$ cat src/rtl/mem_access_ctrl.sv
// mem_access_ctrl: MEM-stage data-memory access controller.
// Turns one load/store into a single word-aligned bus transaction, formats
// store lanes and byte enables, extends load data, and pulses mem_access_done
// once per access (completed, misaligned/illegal, or timed out).
//
// Ports
//   clk, rst            : clock, synchronous active-high reset
//   sdram_init_done     : no request is issued while low
//   mem_valid/we/funct3 : MEM-stage load/store command (RV32I width/sign field)
//   mem_addr/mem_wdata  : byte address and store data
//   mem_access_done     : one-cycle completion pulse
//   mem_rdata           : extended load data, valid with done
//   misalign_err        : with done, misaligned or illegal access (no bus cycle)
//   bus_err             : with done, bus_ack timeout
//   bus_req/we/addr/be/wdata : registered bus request fields
//   bus_ack/bus_rdata   : slave acknowledge and read word
module mem_access_ctrl #(
    parameter int unsigned TIMEOUT = 255
) (
    input  logic        clk,
    input  logic        rst,
    input  logic        sdram_init_done,
    input  logic        mem_valid,
    input  logic        mem_we,
    input  logic [2:0]  mem_funct3,
    input  logic [31:0] mem_addr,
    input  logic [31:0] mem_wdata,
    output logic        mem_access_done,
    output logic [31:0] mem_rdata,
    output logic        misalign_err,
    output logic        bus_err,
    output logic        bus_req,
    output logic        bus_we,
    output logic [31:0] bus_addr,
    output logic [3:0]  bus_be,
    output logic [31:0] bus_wdata,
    input  logic        bus_ack,
    input  logic [31:0] bus_rdata
);

    localparam int unsigned CNT_W = 10;
    localparam logic [CNT_W-1:0] CNT_LAST = CNT_W'(TIMEOUT - 1);

    typedef enum logic [1:0] {
        S_IDLE = 2'd0,
        S_BUSY = 2'd1,
        S_DONE = 2'd2
    } state_t;

    state_t            r_state, w_state_nxt;
    logic [CNT_W-1:0]  r_cnt, w_cnt_nxt;
    logic              r_skip, w_skip_nxt;
    logic [2:0]        r_f3, w_f3_nxt;
    logic [1:0]        r_off, w_off_nxt;
    logic              r_done, w_done_nxt;
    logic [31:0]       r_rdata, w_rdata_nxt;
    logic              r_mis, w_mis_nxt;
    logic              r_berr, w_berr_nxt;
    logic              r_req, w_req_nxt;
    logic              r_we, w_we_nxt;
    logic [31:0]       r_addr, w_addr_nxt;
    logic [3:0]        r_be, w_be_nxt;
    logic [31:0]       r_wdata, w_wdata_nxt;

    logic              w_legal, w_aligned;
    logic [3:0]        w_be;
    logic [31:0]       w_wdata;
    logic [31:0]       w_shift;
    logic [31:0]       w_ld_fmt;

    // Decode of the incoming command: legality, alignment, lanes
    always_comb begin
        w_legal   = 1'b0;
        w_aligned = 1'b1;
        w_be      = 4'b1111;
        w_wdata   = mem_wdata;
        case (mem_funct3)
            3'b000, 3'b001, 3'b010: w_legal = 1'b1;
            3'b100, 3'b101:         w_legal = !mem_we;
            default:                w_legal = 1'b0;
        endcase
        case (mem_funct3[1:0])
            2'b01:   w_aligned = !mem_addr[0];
            2'b10:   w_aligned = (mem_addr[1:0] == 2'b00);
            default: w_aligned = 1'b1;
        endcase
        if (mem_we) begin
            case (mem_funct3[1:0])
                2'b00: begin
                    w_be    = 4'b0001 << mem_addr[1:0];
                    w_wdata = {4{mem_wdata[7:0]}};
                end
                2'b01: begin
                    w_be    = 4'b0011 << {mem_addr[1], 1'b0};
                    w_wdata = {2{mem_wdata[15:0]}};
                end
                default: begin
                    w_be    = 4'b1111;
                    w_wdata = mem_wdata;
                end
            endcase
        end
    end

    // Load extraction from the latched width/offset
    always_comb begin
        w_shift = bus_rdata >> {r_off, 3'b000};
        case (r_f3)
            3'b000:  w_ld_fmt = {{24{w_shift[7]}}, w_shift[7:0]};
            3'b100:  w_ld_fmt = {24'h000000, w_shift[7:0]};
            3'b001:  w_ld_fmt = {{16{w_shift[15]}}, w_shift[15:0]};
            3'b101:  w_ld_fmt = {16'h0000, w_shift[15:0]};
            default: w_ld_fmt = bus_rdata;
        endcase
    end

    // Next-state and next-output logic
    always_comb begin
        w_state_nxt = r_state;
        w_cnt_nxt   = r_cnt;
        w_skip_nxt  = 1'b0;
        w_f3_nxt    = r_f3;
        w_off_nxt   = r_off;
        w_done_nxt  = 1'b0;
        w_rdata_nxt = 32'h0;
        w_mis_nxt   = 1'b0;
        w_berr_nxt  = 1'b0;
        w_req_nxt   = r_req;
        w_we_nxt    = r_we;
        w_addr_nxt  = r_addr;
        w_be_nxt    = r_be;
        w_wdata_nxt = r_wdata;
        case (r_state)
            S_IDLE: begin
                // r_skip blocks a reissue while the pipeline advances past DONE
                if (mem_valid && sdram_init_done && !r_skip) begin
                    if (w_legal && w_aligned) begin
                        w_f3_nxt    = mem_funct3;
                        w_off_nxt   = mem_addr[1:0];
                        w_req_nxt   = 1'b1;
                        w_we_nxt    = mem_we;
                        w_addr_nxt  = {mem_addr[31:2], 2'b00};
                        w_be_nxt    = w_be;
                        w_wdata_nxt = w_wdata;
                        w_cnt_nxt   = '0;
                        w_state_nxt = S_BUSY;
                    end else begin
                        w_done_nxt  = 1'b1;
                        w_mis_nxt   = 1'b1;
                        w_state_nxt = S_DONE;
                    end
                end
            end
            S_BUSY: begin
                // Ack wins over a timeout landing in the same cycle
                if (bus_ack) begin
                    w_req_nxt   = 1'b0;
                    w_done_nxt  = 1'b1;
                    w_rdata_nxt = r_we ? 32'h0 : w_ld_fmt;
                    w_state_nxt = S_DONE;
                end else if (r_cnt == CNT_LAST) begin
                    w_req_nxt   = 1'b0;
                    w_done_nxt  = 1'b1;
                    w_berr_nxt  = 1'b1;
                    w_state_nxt = S_DONE;
                end else begin
                    w_cnt_nxt = r_cnt + CNT_W'(1);
                end
            end
            S_DONE: begin
                w_skip_nxt  = 1'b1;
                w_state_nxt = S_IDLE;
            end
            default: w_state_nxt = S_IDLE;
        endcase
    end

    // State and output registers
    always_ff @(posedge clk) begin
        if (rst) begin
            r_state <= S_IDLE;
            r_cnt   <= '0;
            r_skip  <= 1'b0;
            r_f3    <= 3'b000;
            r_off   <= 2'b00;
            r_done  <= 1'b0;
            r_rdata <= 32'h0;
            r_mis   <= 1'b0;
            r_berr  <= 1'b0;
            r_req   <= 1'b0;
            r_we    <= 1'b0;
            r_addr  <= 32'h0;
            r_be    <= 4'h0;
            r_wdata <= 32'h0;
        end else begin
            r_state <= w_state_nxt;
            r_cnt   <= w_cnt_nxt;
            r_skip  <= w_skip_nxt;
            r_f3    <= w_f3_nxt;
            r_off   <= w_off_nxt;
            r_done  <= w_done_nxt;
            r_rdata <= w_rdata_nxt;
            r_mis   <= w_mis_nxt;
            r_berr  <= w_berr_nxt;
            r_req   <= w_req_nxt;
            r_we    <= w_we_nxt;
            r_addr  <= w_addr_nxt;
            r_be    <= w_be_nxt;
            r_wdata <= w_wdata_nxt;
        end
    end

    assign mem_access_done = r_done;
    assign mem_rdata       = r_rdata;
    assign misalign_err    = r_mis;
    assign bus_err         = r_berr;
    assign bus_req         = r_req;
    assign bus_we          = r_we;
    assign bus_addr        = r_addr;
    assign bus_be          = r_be;
    assign bus_wdata       = r_wdata;

endmodule
$ cat config.mk
export PLATFORM = sky130hd
export DESIGN_NAME = mem_access_ctrl
export DESIGN_NICKNAME = d
export VERILOG_FILES = /design/src/rtl/mem_access_ctrl.sv
export SDC_FILE = /design/constraint.sdc
export NUM_CORES = 1
export LEC_CHECK = 0
export CAP_MARGIN = 0
export CORE_MARGIN = 2
export CORE_UTILIZATION = 39
export DETAILED_ROUTE_END_ITERATION = 7
export GPL_TIMING_DRIVEN = 0
export PLACE_DENSITY = 0.73
export SYNTH_ARGS = -nofsm -noshare
export SYNTH_HDL_FRONTEND = slang
export SYNTH_SLANG_ARGS = --single-unit
$ cat constraint.sdc
create_clock -name clk -period 1.95 [get_ports clk]
set_clock_uncertainty 0.1 [all_clocks]
set_input_delay 0.39 -clock clk [delete_from_list [all_inputs] [get_ports clk]]
set_output_delay 0.39 -clock clk [all_outputs]
set_load 0.02 [all_outputs]
# Word level (Yosys, flattened, before mapping)
# Index checks and enable logic that the tools add are counted.
[word_totals]
ff_bits = 121
latch_bits = 0
mem_bits_rw = 0
romBits = 0
in_bits = 105
n_memories = 0
[classes]
add_sub_neg = 1
n_mul = 0
div = 0
order_cmp = 0
eq_ne = 17
shifts = 3
muxes = 28
n_bitwise = 3
reduce_logical = 21
[ops]
columns = ["op", "count"]
rows = [
  ["case mux 32 bit (4 select lines)", 1],
  ["case mux 32 bit (2 select lines)", 1],
  ["two-way mux 10 bit", 4],
  ["two-way mux 32 bit", 1],
  ["right shift 32 x 5 -> 16 bit", 1],
  ["case mux 10 bit (2 select lines)", 1],
  ["equality test 3 bit (second input constant)", 4],
  ["adder 10 x 1 -> 10 bit (second input constant)", 1],
  ["equality test 10 x 8 -> 1 bit (second input constant)", 1],
  ["two-way mux 1 bit", 9],
  ["two-way mux 2 bit", 4],
  ["inequality test 2 bit (second input constant)", 4],
  ["case mux 1 bit (2 select lines)", 4],
  ["case mux 4 bit (2 select lines)", 1],
  ["equality test 3 x 1 -> 1 bit (second input constant)", 2],
  ["logical NOT 2 bit", 3],
  ["logical NOT 3 bit", 2],
  ["OR reduction 3 bit", 2],
  ["AND reduction 5 bit", 1],
  ["equality test 2 x 1 -> 1 bit (second input constant)", 2],
  ["equality test 2 bit (second input constant)", 2],
  ["two-way mux 4 bit", 1],
  ["case mux 2 bit (2 select lines)", 1],
  ["AND reduction 4 bit", 1],
  ["12 further kinds", 19],
]

# Logic depth before layout (Yosys ltp)
# Gate-level depths: netlist of run 1.
[logic_depth]
ltp_word = 7
depth_mapped = 10
depth_no_buf = 7

# Least setup slack after synthesis of run 1
# Ideal clock, no wire load.
[synth_timing]
kind = "input-to-reg"
from = "input mem_funct3[0]"
to = "register r_cnt[7]"
setup_time_ns = 0.086
t_arrival_ns = 1.864
required_ns = 1.764
setup_slack_ns = -0.101
stages = 8
n_path_buf = 1
path_cell_list = "inv_1 ha_1 buf_2 nor2_1 o22ai_1 a2bb2oi_2 or4_1 a221oi_2"
[synth_between]
elab_chain_cells = 6
word_cells_on_any_way = 14
[synth_rtl]
columns = ["element", "line_no", "rtl"]
rows = [
  ["start, declared", "25", "input logic [2:0] mem_funct3,"],
  ["equality test 3 x 1 -> 1 bit (tied with other cells)", "77", "case (mem_funct3)"],
  ["OR reduction 3 bit or OR reduction 2 bit (tied branches)", "77", ""],
  ["case mux 1 bit (2 select lines)", "77", ""],
  ["logical AND 1 bit *", "137", "if (w_legal && w_aligned) begin"],
  ["inequality test 2 bit (no source line) *", "-", ""],
  ["AND reduction 5 bit (no source line) *", "-", ""],
  ["end signal, assigned", "197", "r_cnt <= w_cnt_nxt;"],
  ["end, declared", "51", "logic [CNT_W-1:0] r_cnt, w_cnt_nxt;"],
]
# Mark *: on every way between the ends. The rest lies on a longest branch, timed or not.
# A chain may end at the register's enable or synchronous reset.

# Worst setup path after layout of run 1
[layout_timing]
from = "register r_state[0]"
to = "register r_addr[15] (netlist: bus_addr[15])"
[layout_between]
elab_chain_cells = 2
[layout_rtl]
columns = ["element", "line_no", "rtl"]
rows = [
  ["start, declared", "50", "state_t r_state, w_state_nxt;"],
  ["start signal, assigned", "196", "r_state <= w_state_nxt;"],
  ["logical NOT 2 bit", "133", "case (r_state)"],
  ["AND reduction 3 bit (no source line)", "-", ""],
  ["end signal, assigned", "207", "r_addr <= w_addr_nxt;"],
  ["end, declared", "61", "logic [31:0] r_addr, w_addr_nxt;"],
]
# Every way passes these cells.

==> flow_summary.ini, run 1 <==
[drt]
firstDrtPassIters = 5
wl_met1_um = 6800
ant_nets = 0
routed.top_layer = met4
dr_wl_met3_um = 1710
avgRoutedWirePerCell_um = 17.5
dr_wl_met2_um = 8640
drc = 0
finalWirelength_um = 17800
vias_per_cell = 5.35
via_count = 5438
drt_iter0_markers = 351

[die]
std_cell_rows = 41
io-pin-count = 210
core_area_um2 = 12600
die_area_um2 = 13800
start_util_pct = 39.9
fp.dieH_um = 117
die_w_um = 117

[synthesis]
async_flop_share_pct = 0
syn_area_um2 = 5010
synth_edf_count = 0
synth_top_area_share_pct = 48.3
synth-seq-area-share_pct = 48.3
synth_warnings = 0
netlist_top_cells_count = nand2_1 (131), dfxtp_1 (121), a21oi_1 (60)
ys_seq_elements = 121
synth_cell_types = 46
synthCells = 587
synth_most_common_cell = nand2_1
synth-main-ff-cell = dfxtp_1
yosysTopAreaCell = dfxtp_1
avgSynthCellArea_um2 = 8.54
yosys-top-cells-area = dfxtp_1 (48%), nand2_1 (9.8%), a21oi_1 (6.0%)

[timing]
fin_crit_ns = 1.93
finalHoldViolCount = 0
fin_crit_sh_pct = 98.9
rsz0062_at_grt = yes
whs_ns = 0.215
max_freq_ghz = 0.518
max_slew_margin_pct = 55.4
tns_ns = 0
setup_viol = 0
slew_viol_final = 0
worstMarginPinSlew_ns = 0.668

[run_status]
status = complete, no violations

[clocking]
cts.path.max_buffers = 2
cts_max_level = 4
clk_latency_ns = 0.42
cts_sinks = 121
cts_tree = yes
numCtsBuffers = 17
root_buffer = clkbuf_16
path_clk_slew_ns = 0.05
cts_hold_buf = 0

[pwr]
cellLeakagePower_nw = 3.32
peakVddDrop_v = 0.000803
cellPowerDensity_nw_per_um2 = 759
p_total_mw = 6.49

[setup_path]
endpoint_kind = flop
cp.required_ns = 2.19
start_kind = flop
crit_type = reg -> reg
crit_chain = and4bb_2, o31a_1, nor3b_4, buf_6, buf_12, buf_8, buf_12, nand2_4, a21oi_2
slowest_stage = dfxtp_2
crit_top_cell = buf_12
crit_family = simple AND/OR/NAND/NOR gates
critPathMaxFanout = 5
critPathBufInv = 4
slowest_delay_ns = 0.31
arrival_ns = 2.17

[placement]
portBuffers = 206
hpwlAfterDp_um = 12300
dp_cells = 966
routabilityCongestion = 0.846

[grt]
grt_max_degree = 17
overflow = 0
grt_pass1_wl_um = 28300
grt_use_total_pct = 25.7
grt_pass1_vias = 5610
antenna_found_initial = 1

[run]
maxCapViolations = 0

[worst_hold_path]
hp-class = in -> reg

[cells_and_area]
drive_gt1_share_pct = 18.6
nets = 943
syn_to_final_growth_pct = 70.5
stdcell_count = 1017
[cell type report]
type / instances / area, um2
well taps: 172 / 215
repair buffers: 232 / 2320
plain buffers: 41 / 309
multi-input cells: 409 / 2640
inverters: 11 / 65.1
diodes: 1 / 2.50
flip-flops and latches: 121 / 2430
clock buffers: 22 / 494
fillers: 959 / 4020
clock inverters: 8 / 70.1
[metal layers]
metal | up-vias | GRT usage (%)
met5 | - | 0
met1 | 2531 | 27.2
li1 | 2555 | -
met3 | 63 | 11.0
met4 | 0 | 12.5
met2 | 289 | 43.9
[cell usage in the layout (no fill, tap or decap), types with 5 or more instances in the layout]
cell type / Yosys / layout
a211oi_1: 18 / 14
a21o_1: 16 / 16
a21oi_1: 60 / 49
a21oi_2: 0 / 11
a22o_1: 8 / 8
a22oi_1: 7 / 7
a311oi_1: 18 / 10
a311oi_2: 0 / 8
buf_4: 8 / 24
buf_6: 2 / 10
buf_8: 0 / 7
clkbuf_1: 26 / 16
clkbuf_16: 0 / 17
clkbuf_4: 0 / 5
clkbuf_8: 0 / 5
clkdlybuf4s50_1: 0 / 195
clkinv_2: 0 / 5
dfxtp_1: 121 / 115
dlymetal6s2s_1: 0 / 5
inv_1: 11 / 9
mux2i_1: 17 / 17
nand2_1: 131 / 124
nand2_4: 0 / 5
nand3_1: 6 / 6
nor2_1: 45 / 38
nor3_1: 7 / 7
o21ai_0: 18 / 17
o221a_2: 7 / 7
[power by group]
part / internal, mW / switching, mW / total, mW
Combinational: 0.472 / 0.465 / 0.937
Clock: 1.89 / 1.09 / 2.98
Sequential: 2.54 / 0.0398 / 2.58
Total: 4.90 / 1.59 / 6.49
[stage by stage]
stage	cell area (um2)	worst slack [ns]	util, %
4_1_cts	8440	-0.0479	67.1
3_5_place_dp	7400	-1.29	58.8
5_1_grt	8550	-0.0695	68.0
3_3_place_gp	7400	-1.18	58.8
2_1_floorplan	5120	-0.00362	-
6_report	8550	0.0208	68.0
[worst min-delay path: cells and delay by family]
kind | cells | cell delay [ns]
and+or+nand+nor | 1 | 0.07
buffers and inverters | 1 | 0.16
AOI/OAI and AO/OA | 1 | 0.05
[final timing paths]
| kind | from | end | slack, ns | cells after the start |
|---|---|---|---|---|
| worst max-delay path | r_state[0] | bus_addr[15] | 0.02 | 9 |
| worst min-delay path | mem_funct3[1] | r_f3[1] | 0.22 | 3 |
| worst max register to register | r_state[0] | bus_addr[15] | 0.02 | 9 |
| worst min register to register | bus_addr[24] | bus_addr[24] | 0.35 | 2 |
[cell families (layout without fill, tap and decap cells)]
family | after synthesis | in the layout | share of synthesized area, %
adders and majority gates | 5 | 5 | 1.25
muxes | 18 | 18 | 3.62
buffers and inverters | 58 | 314 | 5.49
other | 1 | 3 | 0.0748
AOI/OAI and AO/OA | 166 | 166 | 22.7
and+or+nand+nor | 218 | 218 | 18.6
DFF | 121 | 121 | 48.3
[flip-flops by register name, summed over array words and instances, names as in the netlist, 2 cells and up]
signal / flops
bus_addr: 30
bus_be: 4
bus_wdata: 32
mem_rdata: 32
r_cnt: 10
r_f3: 3
r_off: 2
r_state: 2
[timing repair]
action / in CTS / in global routing
pin swaps: 36 / 16
gates cloned: 6 / 0
resized for setup: 94 / 56
setup endpoints to repair: 113 / 95
buffers inserted: 18 / 4
Note: power is estimated with default switching activity, not from simulation.
==> run 2: changes to the inputs <==
- clock period: 1.95 -> 1.7 ns (I/O delays scaled with it)
==> run 2 against run 1 <==
Net effect: the run now ends with setup timing left; cell count increased by 1.2%; combinational power rose by 15%; flip-flop and latch count is the same; wire length grew 4.3%; highest routed layer unchanged.
==> flow_summary.ini, run 2 (same netlist as run 1, synthesis figures left out) <==
[run_status]
status = finished with violations
failed_checks = setup timing

[clocking]
cts_sinks = 121
cts.path.max_buffers = 2
path_clk_slew_ns = 0.05
root_buffer = clkbuf_16
clk_latency_ns = 0.41
cts_tree = yes
cts_max_level = 4
cts_hold_buf = 0
numCtsBuffers = 17

[drt]
routed.top_layer = met4
firstDrtPassIters = 5
drt_iter0_markers = 283
via_count = 5465
finalWirelength_um = 18600
drc = 0
dr_wl_met3_um = 1600
ant_nets = 0
avgRoutedWirePerCell_um = 18.1
dr_wl_met2_um = 9110
wl_met1_um = 7360
vias_per_cell = 5.31

[setup_path]
timing.rr.end = bus_be[0]
critPathMaxFanout = 6
endpoint_kind = flop
r2r_setup_slack_ns = -0.23
crit_type = in -> reg
start_kind = input pin
regToRegStartpoint = r_state[0]
startpoint = mem_valid
reg2reg_depth = 8
cp.required_ns = 1.93
crit_path_end = bus_be[0]
arrival_ns = 2.18

[timing]
fin_crit_sh_pct = 114
setup_viol = 83
slew_viol_final = 0
rsz0062_at_grt = yes
tns_ns = -11.20
worstMarginPinSlew_ns = 0.676
whs_ns = 0.132
fin_crit_ns = 1.94
finalHoldViolCount = 0
setup_ws_ns = -0.245
max_freq_ghz = 0.514
max_slew_margin_pct = 54.9

[grt]
overflow = 0
grt_max_degree = 17
grt_pass1_wl_um = 29000
antenna_found_initial = 1
grt_use_total_pct = 26.4
grt_pass1_vias = 5598

[cells_and_area]
fin_util_pct = 69.5
drive_gt1_share_pct = 22.8
fin_area_um2 = 8740
syn_to_final_growth_pct = 74.3
fillers = 977
final_cell_mix = nand2_1 (130), dfxtp_1 (111), dlygate4sd2_1 (105), clkdlybuf4s50_1 (95), a21oi_1 (45)
nets = 957
final_common_cell = nand2_1

[pwr]
peakVddDrop_v = 0.000639
cellLeakagePower_nw = 3.87
cellPowerDensity_nw_per_um2 = 828

[run]
maxCapViolations = 0

[placement]
portBuffers = 206
post-place-ws_ns = -1.29
hpwlAfterDp_um = 12400
placed_cell_area_um2 = 7520
routabilityCongestion = 0.882

[die]
die_area_um2 = 13800
die_w_um = 117
start_util_pct = 39.9
std_cell_rows = 41
core_area_um2 = 12600
io-pin-count = 210
fp.dieH_um = 117

[worst_hold_path]
hp-class = in -> reg
[run 2: changes by cell type in the layout (fill, tap and decap cells not counted), sizes merged]
cell / before / now
dlymetal6s2s: 5 / 4
buf: 47 / 56
dlygate4sd2: 4 / 105
clkbuf: 44 / 50
clkinvlp: 2 / 0
clkinv: 5 / 4
clkdlybuf4s50: 195 / 95
[run 2: cell type report]
type	count	area (um2)	share of cell area (%)
clock inverters	5	50.0	0.573
diodes	1	2.50	0.0286
clock buffers	23	458	5.24
multi-input cells	409	2770	31.7
repair buffers	249	2420	27.7
inverters	11	65.1	0.744
well taps	172	215	2.46
plain buffers	38	319	3.65
flip-flops and latches	121	2440	27.9
[run 2: what timing repair did]
item / in CTS / in global routing
setup buffers: 31 / 8
pin swaps: 42 / 31
resized for setup: 196 / 84
setup endpoints to repair: 222 / 116
gates cloned: 7 / 4
[run 2: layer usage]
| layer | global-route usage, % | vias up |
|---|---|---|
| met5 | 0 | - |
| li1 | - | 2581 |
| met2 | 43.8 | 282 |
| met1 | 30.8 | 2563 |
| met4 | 11.7 | 0 |
| met3 | 9.29 | 39 |
[run 2: through the flow]
stage	power, mW	std cells
floorplan	3.46	588
global placement	3.97	966
detailed placement	3.98	966
CTS	7.19	1026
global route	7.47	1029
finish	7.23	1029
[run 2: worst max-delay path, cell delays in order]
cell,delay (ns)
clkdlybuf4s50_1,0.45
and4bb_2,0.25
o31a_1,0.19
nor3b_4,0.25
buf_6,0.18
buf_6,0.13
clkbuf_16,0.15
nor2_4,0.03
a211oi_2,0.19
[run 2: how the worst min path moves through the flow]
stage	start	slack, ns	end	cells after the start
5_1_grt	mem_funct3[1]	0.12	r_f3[1]	3
6_report	mem_funct3[1]	0.13	r_f3[1]	3
2_1_floorplan	bus_ack	0.32	bus_err	1
3_5_place_dp	bus_addr[9]	0.35	bus_addr[9]	2
4_1_cts	mem_funct3[0]	0.15	r_f3[0]	3
3_3_place_gp	bus_addr[23]	0.34	bus_addr[23]	2
[run 2: report_power, final]
group	internal (mW)	switching, mW	total (mW)
Combinational	0.540	0.545	1.08
Clock	2.00	1.18	3.18
Sequential	2.91	0.0535	2.97
Total	5.45	1.78	7.23
==> run 3: changes to the inputs <==
- CTS_BUF_LIST: unset -> sky130_fd_sc_hd__clkbuf_16
- PLACE_DENSITY: 0.73 -> 0.87
- SLEW_MARGIN: unset -> 20
==> run 3 against run 2 <==
Net effect: the flow still finishes with violations (setup timing); fmax fell by 5.0%; worst hold slack got worse by 0.014 ns; largest cell class unchanged; setup slack got worse by 0.10 ns; sequential power barely moved; critical path type is now reg -> reg; wire length rose by 8.4%; combinational power rose by 11%; via count rose by 5.1%; non-clock buffer count rose by 2; critical path depth did not move; design area rose by 4.8%; die area did not move.
==> flow_summary.ini, run 3 (same netlist as run 1, synthesis figures left out) <==
[clocking]
cts_tree = yes
cts_sinks = 121
clk_latency_ns = 0.41
cts.path.max_buffers = 2
path_clk_slew_ns = 0.06
cts_max_level = 4
cts_hold_buf = 0
numCtsBuffers = 17
root_buffer = clkbuf_16

[timing]
max_slew_margin_pct = 49.4
fin_crit_ns = 2.05
max_freq_ghz = 0.489
setup_ws_ns = -0.346
setup_viol = 100
rsz0062_at_grt = yes
worstMarginPinSlew_ns = 0.759
finalHoldViolCount = 0
slew_viol_final = 0
whs_ns = 0.118
tns_ns = -19.68
fin_crit_sh_pct = 120

[grt]
grt_pass1_vias = 5529
overflow = 0
grt_use_total_pct = 26.7
antenna_found_initial = 1
grt_pass1_wl_um = 29000
grt_max_degree = 17

[pwr]
cellPowerDensity_nw_per_um2 = 830
cellLeakagePower_nw = 4.06
peakVddDrop_v = 0.000781

[setup_path]
arrival_ns = 2.27
slowest_stage = and4bb_2
start_kind = flop
crit_top_cell = buf_12
crit_chain = and4bb_2, o31a_1, nor3b_4, buf_6, buf_12, buf_12, buf_8, nor2_2, a311oi_1
critPathMaxFanout = 5
slowest_delay_ns = 0.32
cp.required_ns = 1.92
crit_type = reg -> reg
endpoint_kind = flop

[cells_and_area]
multi_input_area_um2 = 3000
fillers = 873
drive_gt1_share_pct = 28.9
final_common_cell = dfxtp_1
final_cell_mix = dfxtp_1 (114), dlygate4sd2_1 (105), nand2_1 (98), clkdlybuf4s50_1 (96), a21oi_2 (40)
nets = 959
seq_area_um2 = 2440
syn_to_final_growth_pct = 82.6

[die]
die_area_um2 = 13800
start_util_pct = 39.9
fp.dieH_um = 117
std_cell_rows = 41
die_w_um = 117
core_area_um2 = 12600
io-pin-count = 210

[drt]
finalWirelength_um = 20200
drc = 0
drt_iter0_markers = 439
via_count = 5743
ant_nets = 0
vias_per_cell = 5.55
firstDrtPassIters = 7
avgRoutedWirePerCell_um = 19.5

[run_status]
failed_checks = setup timing
status = finished with violations

[run]
maxCapViolations = 0

[worst_hold_path]
hp-class = in -> reg

[placement]
routabilityCongestion = 0.891
hpwlAfterDp_um = 12100
portBuffers = 206
[run 3: changes by cell type in the layout (fill, tap and decap cells not counted), sizes merged]
cell           change
clkdlybuf4s50      +1
clkdlybuf4s15      +1
clkinv             +4
dlymetal6s2s       -2
bufinv             +1
clkbuf             -4
clkinvlp           +5
[run 3: final cells by class]
cell class | count | area share, %
Multi-Input combinational cell | 409 | 32.7
Timing Repair Buffer | 247 | 27.3
Sequential cell | 121 | 26.6
Clock buffer | 17 | 4.65
Buffer | 42 | 4.14
Tap cell | 172 | 2.35
Clock inverter | 15 | 1.48
Inverter | 11 | 0.710
Antenna cell | 1 | 0.0273
[run 3: worst max-delay path: cells and delay by family (launching register included)]
kind	cells	cell delay, ns
AO/OA/AOI/OAI	2	0.43
buffers and inverters	4	0.49
flip-flops	1	0.31
AND/OR/NAND/NOR	3	0.62
[run 3: path summary, 6_finish.rpt]
path                 startpoint             to  slack (ns)  depth (start not counted)
setup / recovery     r_state[0]  bus_wdata[30]       -0.35                          9
hold reg to reg    bus_addr[13]   bus_addr[13]        0.35                          2
setup reg to reg     r_state[0]  bus_wdata[30]       -0.35                          9
hold / removal    mem_funct3[1]        r_f3[1]        0.12                          3
[run 3: where the power goes]
group          internal (mW)  switching, mW
clock network           2.12           1.31
logic                  0.585          0.615
registers               2.91         0.0533
[run 3: metal layers]
layer  part of all wire (%)  global-route usage, %  up-vias
li1                       -                      -     2594
met1                     37                   30.0     2741
met2                     50                   45.7      342
met3                    9.5                   8.95       66
met4                    3.5                   12.7        0
met5                      0                      0        -
[run 3: timing repair]
item                                    4_1_cts  5_1_grt
setup buffers                                23       12
endpoints found under the setup margin      221      116
resized for setup                           215      117
pin swaps                                    52       51
cloned                                        7        4
[run 3: through the flow]
stage                     util [%]  instances  worst slack (ns)  area, um2  total power [mW]
after floorplan                  -        588            -0.204       5250              3.46
after global routing          72.9       1035            -0.428       9160              7.82
final                         72.9       1035            -0.346       9160              7.60
after global placement        59.9        966             -1.28       7520              3.97
after detailed placement      59.9        966             -1.28       7520              3.98
after CTS                     68.7       1025            -0.338       8630              7.45
